[src/rtl/branch_pkg.sv]
// Shared branch definitions used by the resolve unit and the branch predictor.
// Provides the conditional-branch opcodes, the default in-flight queue depth,
// the queue entry record and an opcode classification helper.
package branch_pkg;

  localparam int unsigned DEPTH_DEFAULT = 4;

  localparam logic [5:0] OP_BEQ = 6'b000100;
  localparam logic [5:0] OP_BNE = 6'b000101;

  typedef struct packed {
    logic [31:0] pc;
    logic [31:0] instruction;
    logic        taken;
    logic [31:0] target;
  } br_entry_t;

  function automatic logic is_cond_branch(input logic [5:0] opcode);
    return (opcode == OP_BEQ) || (opcode == OP_BNE);
  endfunction

endpackage

[src/rtl/branch_fifo.sv]
// In-flight branch queue: circular buffer of DEPTH entries with head/tail
// pointers and an occupancy count.
//   clk, rst   : clock, synchronous active-high reset (pointers/count only)
//   push       : enqueue push_data at tail (accepted if not full, or if a pop
//                frees the slot in the same cycle)
//   pop        : dequeue head (ignored while empty)
//   flush      : empty the queue; overrides push and pop
//   full/empty : occupancy flags from the registered count
//   head_data  : oldest entry, valid while !empty
module branch_fifo
  import branch_pkg::*;
#(
  parameter int unsigned DEPTH = DEPTH_DEFAULT
) (
  input  logic      clk,
  input  logic      rst,
  input  logic      push,
  input  logic      pop,
  input  logic      flush,
  input  br_entry_t push_data,
  output logic      full,
  output logic      empty,
  output br_entry_t head_data
);

  localparam int unsigned PW = $clog2(DEPTH);
  localparam int unsigned CW = $clog2(DEPTH) + 1;

  logic [PW-1:0] head_q, head_d;
  logic [PW-1:0] tail_q, tail_d;
  logic [CW-1:0] count_q, count_d;
  br_entry_t     mem_q [DEPTH];

  logic do_pop;
  logic do_push;

  assign full      = (count_q == CW'(DEPTH));
  assign empty     = (count_q == '0);
  assign head_data = mem_q[head_q];

  assign do_pop  = pop && !empty;
  // When full, a same-cycle pop frees the head slot; tail equals head then,
  // and the head entry is read out before the edge that overwrites it.
  assign do_push = push && (!full || do_pop);

  always_comb begin
    head_d  = head_q;
    tail_d  = tail_q;
    count_d = count_q;
    if (flush) begin
      head_d  = '0;
      tail_d  = '0;
      count_d = '0;
    end else begin
      if (do_push) tail_d = tail_q + PW'(1);
      if (do_pop)  head_d = head_q + PW'(1);
      case ({do_push, do_pop})
        2'b10:   count_d = count_q + CW'(1);
        2'b01:   count_d = count_q - CW'(1);
        default: count_d = count_q;
      endcase
    end
  end

  always_ff @(posedge clk) begin
    if (rst) begin
      head_q  <= '0;
      tail_q  <= '0;
      count_q <= '0;
    end else begin
      head_q  <= head_d;
      tail_q  <= tail_d;
      count_q <= count_d;
    end
  end

  always_ff @(posedge clk) begin
    if (do_push && !flush) mem_q[tail_q] <= push_data;
  end

endmodule

[src/rtl/branch_resolve_unit.sv]
// Tracks predicted conditional branches between fetch and EX, resolves them in
// order, feeds the outcome back to the predictor and raises a one-cycle flush
// with the corrected fetch PC on a misprediction.
//   fetch_*            : instruction + prediction from fetch (BEQ/BNE queued)
//   resolve_valid/taken: EX resolves the oldest queued branch
//   fetch_stall        : queue full
//   modify_*/true_taken: registered resolution to predictor, zero when idle
//   mispredict         : one-cycle pulse, redirect_pc holds corrected PC
//   resolve_error      : sticky, resolve seen with an empty queue
module branch_resolve_unit
  import branch_pkg::*;
#(
  parameter int unsigned DEPTH = DEPTH_DEFAULT
) (
  input  logic        clk,
  input  logic        rst,
  input  logic        fetch_valid,
  input  logic [31:0] fetch_pc,
  input  logic [31:0] fetch_instruction,
  input  logic        fetch_taken,
  input  logic [31:0] fetch_target,
  input  logic        resolve_valid,
  input  logic        resolve_taken,
  output logic        fetch_stall,
  output logic [31:0] modify_pc,
  output logic [31:0] modify_instruction,
  output logic        true_taken,
  output logic        mispredict,
  output logic [31:0] redirect_pc,
  output logic        resolve_error
);

  br_entry_t push_data;
  br_entry_t head;
  logic      full;
  logic      empty;
  logic      push;
  logic      resolving;
  logic      flush;

  logic [31:0] modify_pc_q, modify_pc_d;
  logic [31:0] modify_instruction_q, modify_instruction_d;
  logic        true_taken_q, true_taken_d;
  logic        mispredict_q, mispredict_d;
  logic [31:0] redirect_pc_q, redirect_pc_d;
  logic        resolve_error_q, resolve_error_d;

  assign push_data = '{pc: fetch_pc, instruction: fetch_instruction,
                       taken: fetch_taken, target: fetch_target};
  assign push      = fetch_valid && is_cond_branch(fetch_instruction[31:26]);
  assign resolving = resolve_valid && !empty;
  // The queue is flushed at the resolving edge itself, so the mispredict pulse
  // seen one cycle later already finds it empty.
  assign flush     = resolving && (resolve_taken != head.taken);

  branch_fifo #(.DEPTH(DEPTH)) u_fifo (
    .clk       (clk),
    .rst       (rst),
    .push      (push),
    .pop       (resolve_valid),
    .flush     (flush),
    .push_data (push_data),
    .full      (full),
    .empty     (empty),
    .head_data (head)
  );

  always_comb begin
    modify_pc_d          = '0;
    modify_instruction_d = '0;
    true_taken_d         = 1'b0;
    mispredict_d         = flush;
    redirect_pc_d        = '0;
    resolve_error_d      = resolve_error_q || (resolve_valid && empty);
    if (resolving) begin
      modify_pc_d          = head.pc;
      modify_instruction_d = head.instruction;
      true_taken_d         = resolve_taken;
    end
    if (flush) begin
      redirect_pc_d = resolve_taken ? head.target : head.pc + 32'd4;
    end
  end

  always_ff @(posedge clk) begin
    if (rst) begin
      modify_pc_q          <= '0;
      modify_instruction_q <= '0;
      true_taken_q         <= 1'b0;
      mispredict_q         <= 1'b0;
      redirect_pc_q        <= '0;
      resolve_error_q      <= 1'b0;
    end else begin
      modify_pc_q          <= modify_pc_d;
      modify_instruction_q <= modify_instruction_d;
      true_taken_q         <= true_taken_d;
      mispredict_q         <= mispredict_d;
      redirect_pc_q        <= redirect_pc_d;
      resolve_error_q      <= resolve_error_d;
    end
  end

  assign fetch_stall        = full;
  assign modify_pc          = modify_pc_q;
  assign modify_instruction = modify_instruction_q;
  assign true_taken         = true_taken_q;
  assign mispredict         = mispredict_q;
  assign redirect_pc        = redirect_pc_q;
  assign resolve_error      = resolve_error_q;

endmodule

[config.mk]
export PLATFORM = sky130hd
export DESIGN_NAME = branch_resolve_unit
export DESIGN_NICKNAME = d
export VERILOG_FILES = /design/src/rtl/branch_pkg.sv /design/src/rtl/branch_fifo.sv /design/src/rtl/branch_resolve_unit.sv
export SDC_FILE = /design/constraint.sdc
export NUM_CORES = 1
export LEC_CHECK = 0
export ABC_AREA = 0
export CAP_MARGIN = 20
export CORE_MARGIN = 2
export CORE_UTILIZATION = 45
export DETAILED_ROUTE_END_ITERATION = 16
export PLACE_DENSITY = 0.8
export REMOVE_ABC_BUFFERS = 1
export SETUP_SLACK_MARGIN = 0.15
export SLEW_MARGIN = 5
export SYNTH_ARGS = -nofsm -noshare
export SYNTH_HDL_FRONTEND = slang
export SYNTH_HIERARCHICAL = 1
export SYNTH_SLANG_ARGS = --single-unit
[constraint.sdc]
create_clock -name clk -period 11.8 [get_ports clk]
set_input_delay 2.95 -clock clk [delete_from_list [all_inputs] [get_ports clk]]
set_output_delay 2.95 -clock clk [all_outputs]
set_load 0.01 [all_outputs]
==> impl_metrics.toml <==
[critical_path]
max_stage_delay_ns = 0.74
cp_cell_sequence = "clkdlybuf4s50_1, nand4bb_1, nor3_1, o41ai_4, nor3b_2, buf_4, buf_4"
path_class = "input port to flop"
slowest_stage = "buf_4"
cp.arrival_ns = 6.00
endpoint_kind = "flop"
crit_cells = 7
critPathTopFamily = "buffers and inverters"
start_kind = "input port"
r2r_cells = 6
path_buf_inv = 3
required_ns = 12.00
path_common_cell = "buf_4"
worstPathMaxFanout = 57

[grt]
grt_max_degree = 67
grt_pass1_wl_mm = 57.0
grt.total_usage_pct = 18.4
overflow = 0
antenna_found_initial = 3
grt_pass1_vias = 9440

[clock_tree]
clk_pin_slew_worst_paths_ns = 0.06
insertion_delay_ns = 0.59
tritoncts = "yes"
cts_buffer_depth = 3
cts-root-buf = "clkbuf_16"
post_cts_buffers = 0
cts_sinks = 496
ctsResizeCount = 0
htreeDepth = 2
cts_hold_buf = 0
cts_buffers = 50

[drt]
drcViolationCount = 0
drtAntennaViolNets = 0
via_per_inst = 5.26
wirelength_mm = 37.5
first_pass_iters = 5
drt_iter0_markers = 715
routedWlPerCell_microns = 21.9
vias = 8976

[timing]
worst_pin_slew_ns = 1.01
rsz0062_at_grt = "false"
finalMaxSlewViolations = 0
min_period_ns = 5.80
setup_viol = 0
finClkSkew_ns = 0.0193
fin_crit_sh_pct = 49.1
fmax_mhz = 172
slew_headroom_pct = 32.9
hold_violations = 0

[synthesis]
ys_warn_count = 6
syn-instance-count = 908
synth-seq-cells = 496
synth_area_sq_mm = 0.0180
ys_seq_area_share_pct = 76.5
synth_cell_types = 49
syn_avg_cell_area_sq_um = 19.9

[finish]
drive_gt1_share_pct = 18.0
stdcell_area_sq_mm = 0.0224
final_cell_mix = "edfxtp_1 (388), clkdlybuf4s50_1 (201), dfxtp_1 (106)"
seq_area_sq_mm = 0.0138
multi_input_area_sq_mm = 0.00399
nets = 1248
area_growth_pct = 23.9
mostFrequentLayoutCell = "edfxtp_1"
finalNonFillerCells = 1708
fillers = 2995

[placement]
dpl-instance-area_sq_mm = 0.0206
dp.cells = 1611
numPortBuffers = 201
hpwlAfterDp_mm = 22.2
place.gp.congestion = 0.717

[floorplanning]
initial_utilization_pct = 45.5
num_rows = 73
die_h_microns = 204
dieArea_sq_mm = 0.0417
chipWidth_microns = 204
core_sq_mm = 0.0396
ios = 202

[min_path]
hold_depth = 2
min_path_type = "flop to flop"

[run]
cap_violations = 0

[run_status]
status = "finished clean"

[power]
vdd_drop_max_mv = 0.101
p_leak_nw = 7.17
power_density_mw_per_mm2 = 161
==> report_power, final <==
part / leakage, nW / internal (mW) / switching [mW] / total (mW)
combinational: 1.98 / 0.0524 / 0.0439 / 0.0963
clock: 0.828 / 0.971 / 0.639 / 1.61
sequential: 4.36 / 1.89 / 0.00250 / 1.89
total: 7.17 / 2.91 / 0.686 / 3.59
==> final cells by class <==
cell class | count | area share (%)
clock buffers | 70 | 6.34
clock inverters | 24 | 1.31
flip-flops and latches | 496 | 61.8
diodes | 2 | 0.0224
repair buffers | 215 | 9.56
inverters | 11 | 0.185
multi-input cells | 365 | 17.8
well taps | 525 | 2.94
==> through the flow <==
step	util, %	total power, mW	setup slack, ns	hold slack [ns]	TNS, ns
floorplan	-	1.96	-1.06	0.453	-405.72
global placement	52.0	2.02	5.38	0.453	0
detailed placement	52.0	2.02	5.31	0.466	0
CTS	56.3	3.63	5.94	0.477	0
global route	56.4	3.72	5.84	0.543	0
finish	56.4	3.59	6.00	0.480	0
==> per-layer routing <==
metal	wire, microns	up-vias	track usage (%)
li1	-	4032	-
met2	18100	293	29.0
met3	2480	55	4.70
met4	536	6	4.37
met5	39	-	0
met1	16300	4590	25.8
==> state kept, by name, summed over array words and instances, names as in the netlist, named ones only <==
| signal | count |
|---|---|
| true_taken | 1 |
| u_fifo/mem_q | 388 |
| u_fifo/tail_q | 2 |
| u_fifo/head_q | 2 |
| mispredict | 1 |
| u_fifo/count_q | 3 |
| resolve_error | 1 |
| modify_pc | 32 |
| redirect_pc | 32 |
| modify_instruction | 32 |
==> kinds of logic (layout without fill, tap and decap cells) <==
kind of cell,after synthesis,after routing,share of synthesized area (%)
flip-flops,496,496,76.5
AND/OR/NAND/NOR,169,169,5.64
multiplexers,107,107,12.7
AO/OA/AOI/OAI,52,52,1.66
buffers and inverters,47,320,1.50
XOR/XNOR,30,30,1.46
adder cells (fa/ha/maj),7,7,0.527
other,0,2,0
==> Yosys cell counts (all sizes together) <==
| cell type | instances | share of area (%) |
|---|---|---|
| nor2 | 30 | 0.64 |
| fa | 1 | 0.11 |
| nand2b | 1 | 0.049 |
| and4 | 1 | 0.049 |
| edfxtp | 388 | 65 |
| nor4 | 2 | 0.15 |
| mux4 | 97 | 12 |
| mux2i | 10 | 0.55 |
| a211oi | 1 | 0.042 |
| nand4 | 10 | 0.57 |
| o31a | 1 | 0.049 |
| nor2b | 2 | 0.069 |
| and3 | 4 | 0.15 |
| clkbuf | 16 | 0.39 |
| a21oi | 23 | 0.64 |
| nor3 | 7 | 0.35 |
| or3 | 2 | 0.069 |
| clkinv | 1 | 0.021 |
| or2 | 2 | 0.083 |
| o21ai | 24 | 0.67 |
| xnor2 | 15 | 0.73 |
| and2 | 65 | 2.3 |
| inv | 10 | 0.21 |
| nand4bb | 1 | 0.062 |
| nand3 | 17 | 0.47 |
| o21ba | 2 | 0.11 |
| buf | 20 | 0.89 |
| o41ai | 1 | 0.15 |
| ha | 6 | 0.42 |
| nand2 | 18 | 0.37 |
| xor2 | 15 | 0.73 |
| or4b | 1 | 0.055 |
| nor3b | 6 | 0.25 |
| dfxtp | 108 | 12 |
==> tightest hold or removal path, stage by stage (launching register included) <==
cell     delay (ns)
dfxtp_1        0.31
o21ai_0        0.06
a21oi_1        0.07
==> path summary, 6_finish.rpt <==
| check | slack [ns] | from | to |
|---|---|---|---|
| worst min-delay path | 0.48 | u_fifo/head_q[1]$_SDFFE_PP0P_ | flop |
| worst max-delay path | 6.00 | fetch_instruction[31] | u_fifo/mem_q[1][72]$_DFFE_PP_ |
| worst min register to register | 0.48 | u_fifo/head_q[1]$_SDFFE_PP0P_ | flop |
| worst max register to register | 7.91 | flop | u_fifo/mem_q[3][41]$_DFFE_PP_ |
Power figures use the tool's default switching activity.
==> RTL edit, RTL diff (same settings) <==
Make the reset (`rst`) asynchronous in 2 clocked blocks. Comments in the files are not updated.
--- a/src/rtl/branch_fifo.sv
+++ b/src/rtl/branch_fifo.sv
@@ -62,7 +62,7 @@
     end
   end
 
-  always_ff @(posedge clk) begin
+  always_ff @(posedge clk or posedge rst) begin
     if (rst) begin
       head_q  <= '0;
       tail_q  <= '0;
--- a/src/rtl/branch_resolve_unit.sv
+++ b/src/rtl/branch_resolve_unit.sv
@@ -82,7 +82,7 @@
     end
   end
 
-  always_ff @(posedge clk) begin
+  always_ff @(posedge clk or posedge rst) begin
     if (rst) begin
       modify_pc_q          <= '0;
       modify_instruction_q <= '0;
Function: differs if rst is asserted again (counterexample within 4 cycles, from zero or initial values and one cycle with rst high); with rst held inactive, the same outputs for 4 cycles.
==> RTL edit against the original RTL <==
Synthesized cell count grew 0.55%; register-to-register slack lost 0.27 ns; sequential cell count shrank 2; wire length grew 8.0%; hold slack lost 0.011 ns; critical endpoint is now u_fifo/mem_q[0][43]$_DFFE_PP_; worst setup slack lost 0.089 ns; area after synthesis grew 2.9%; cell area grew 1.7%; critical path depth is the same; count of clock-buffer cells in the layout grew 7.
Power is not compared: it rests on default switching activity, and its combinational part moved more than twofold at a synthesized area within 25%.
==> RTL edit: results (changes against the original RTL) <==
DP Area - 0.0212 mm² (+2.7%)
Tot GR Track Use - 18.9% (+0.53 points)
Inverters - 8 (-3)
Synth async-reset ratio - 21.5% (+21 points)
top cells by area, synth - edfxtp_1 63%, dfrtp_1 14%, mux4_2 12%
clk cell area share - 6.85% (-0.79 points)
M1 WL - 17100 µm (+4.9%)
Post-DP HPWL - 24200 µm (+9.0%)
Synth Instances - 913 (+0.55%)
# placed instances - 1618 (+0.43%)
met2 wire len - 19600 µm (+8.3%)
outcome - finished clean
area of the multi-input gates - 0.00402 mm² (+0.75%)
Seq. cell area - 0.0143 mm² (+3.5%)
FFs & Latches - 494 (-0.40%)
Post-Synth XOR/XNOR Area - 1.56% (+0.10 points)
routed wl met3 - 3050 µm (+23%)
drt total wl - 40500 µm (+8.0%)
worst r2r src - u_fifo/head_q[1]$_DFFE_PP0P_
layout cells sized above 1 - 17.6% (-0.46 points)
routability congestion estimate - 0.771 (+7.4%)
largest net degree at the start of global routing - 71 (+6.0%)
vias post-DR - 9271 (+3.3%)
fraction of area in registers - 63.0% (+1.2 points)
Critical Path Max Stage Delay - 0.85 ns (+0.11 ns)
signal buffers share of area - 9.42% (-0.14 points)
first-pass GRT wire length - 61200 µm (+7.3%)
WL per Instance - 23.7 µm (+7.8%)
vias in the first global route - 9886 (+4.7%)
Place WS - 5.38 ns (+0.0687 ns)
initial antenna violation count - 5 (+2)
Max-slew headroom - 26.9% (-6.0 points)
Worst Setup SP - resolve_valid
Post-Synth Adder-Cell Area - 0.445% (-0.082 points)
Seq/Total Area, Yosys - 77.1% (+0.52 points)
library cells used by synthesis - 53 (+8.2%)
multiplexer share of the synthesized area - 12.3% (-0.38 points)
arrival time worst endpoint - 6.07 ns (+0.07 ns)
peak fanout along the critical path - 66 (+16%)
M2 GR Usage - 30.1% (+1.0 points)
setup ws final - 5.91 ns (-0.0890 ns)
Setup Skew - 0.0169 ns (-0.00245 ns)
clkbuf count - 77 (+10%)
worst r2r path cells - 7 (+1)
r2r setup slk - 7.64 ns (-0.27 ns)
TritonCTS buffer count - 49 (-2.0%)
Synth Area in Compound Gates - 1.84% (+0.18 points)
Ant. Diodes - 1 (-1)
met3 Use GR - 5.32% (+0.62 points)
RTL edit: cell types whose count changed after synthesis, sizes merged, moves of 6 or more:
cell	before	now
xor2	15	22
nor2	30	24
dfxtp	108	0
nand2	18	9
dfrtp	0	106
RTL edit: worst min-delay path by stage:
stage | end | from | depth (start not counted) | slack, ns
4_1_cts | resolve_error$_DFF_PP0_ | resolve_error$_DFF_PP0_ | 1 | 0.47
2_1_floorplan | resolve_error$_DFF_PP0_ | resolve_error$_DFF_PP0_ | 1 | 0.49
6_report | resolve_error$_DFF_PP0_ | resolve_error$_DFF_PP0_ | 1 | 0.47
3_3_place_gp | resolve_error$_DFF_PP0_ | resolve_error$_DFF_PP0_ | 1 | 0.44
3_5_place_dp | resolve_error$_DFF_PP0_ | resolve_error$_DFF_PP0_ | 1 | 0.46
5_1_grt | resolve_error$_DFF_PP0_ | resolve_error$_DFF_PP0_ | 1 | 0.48
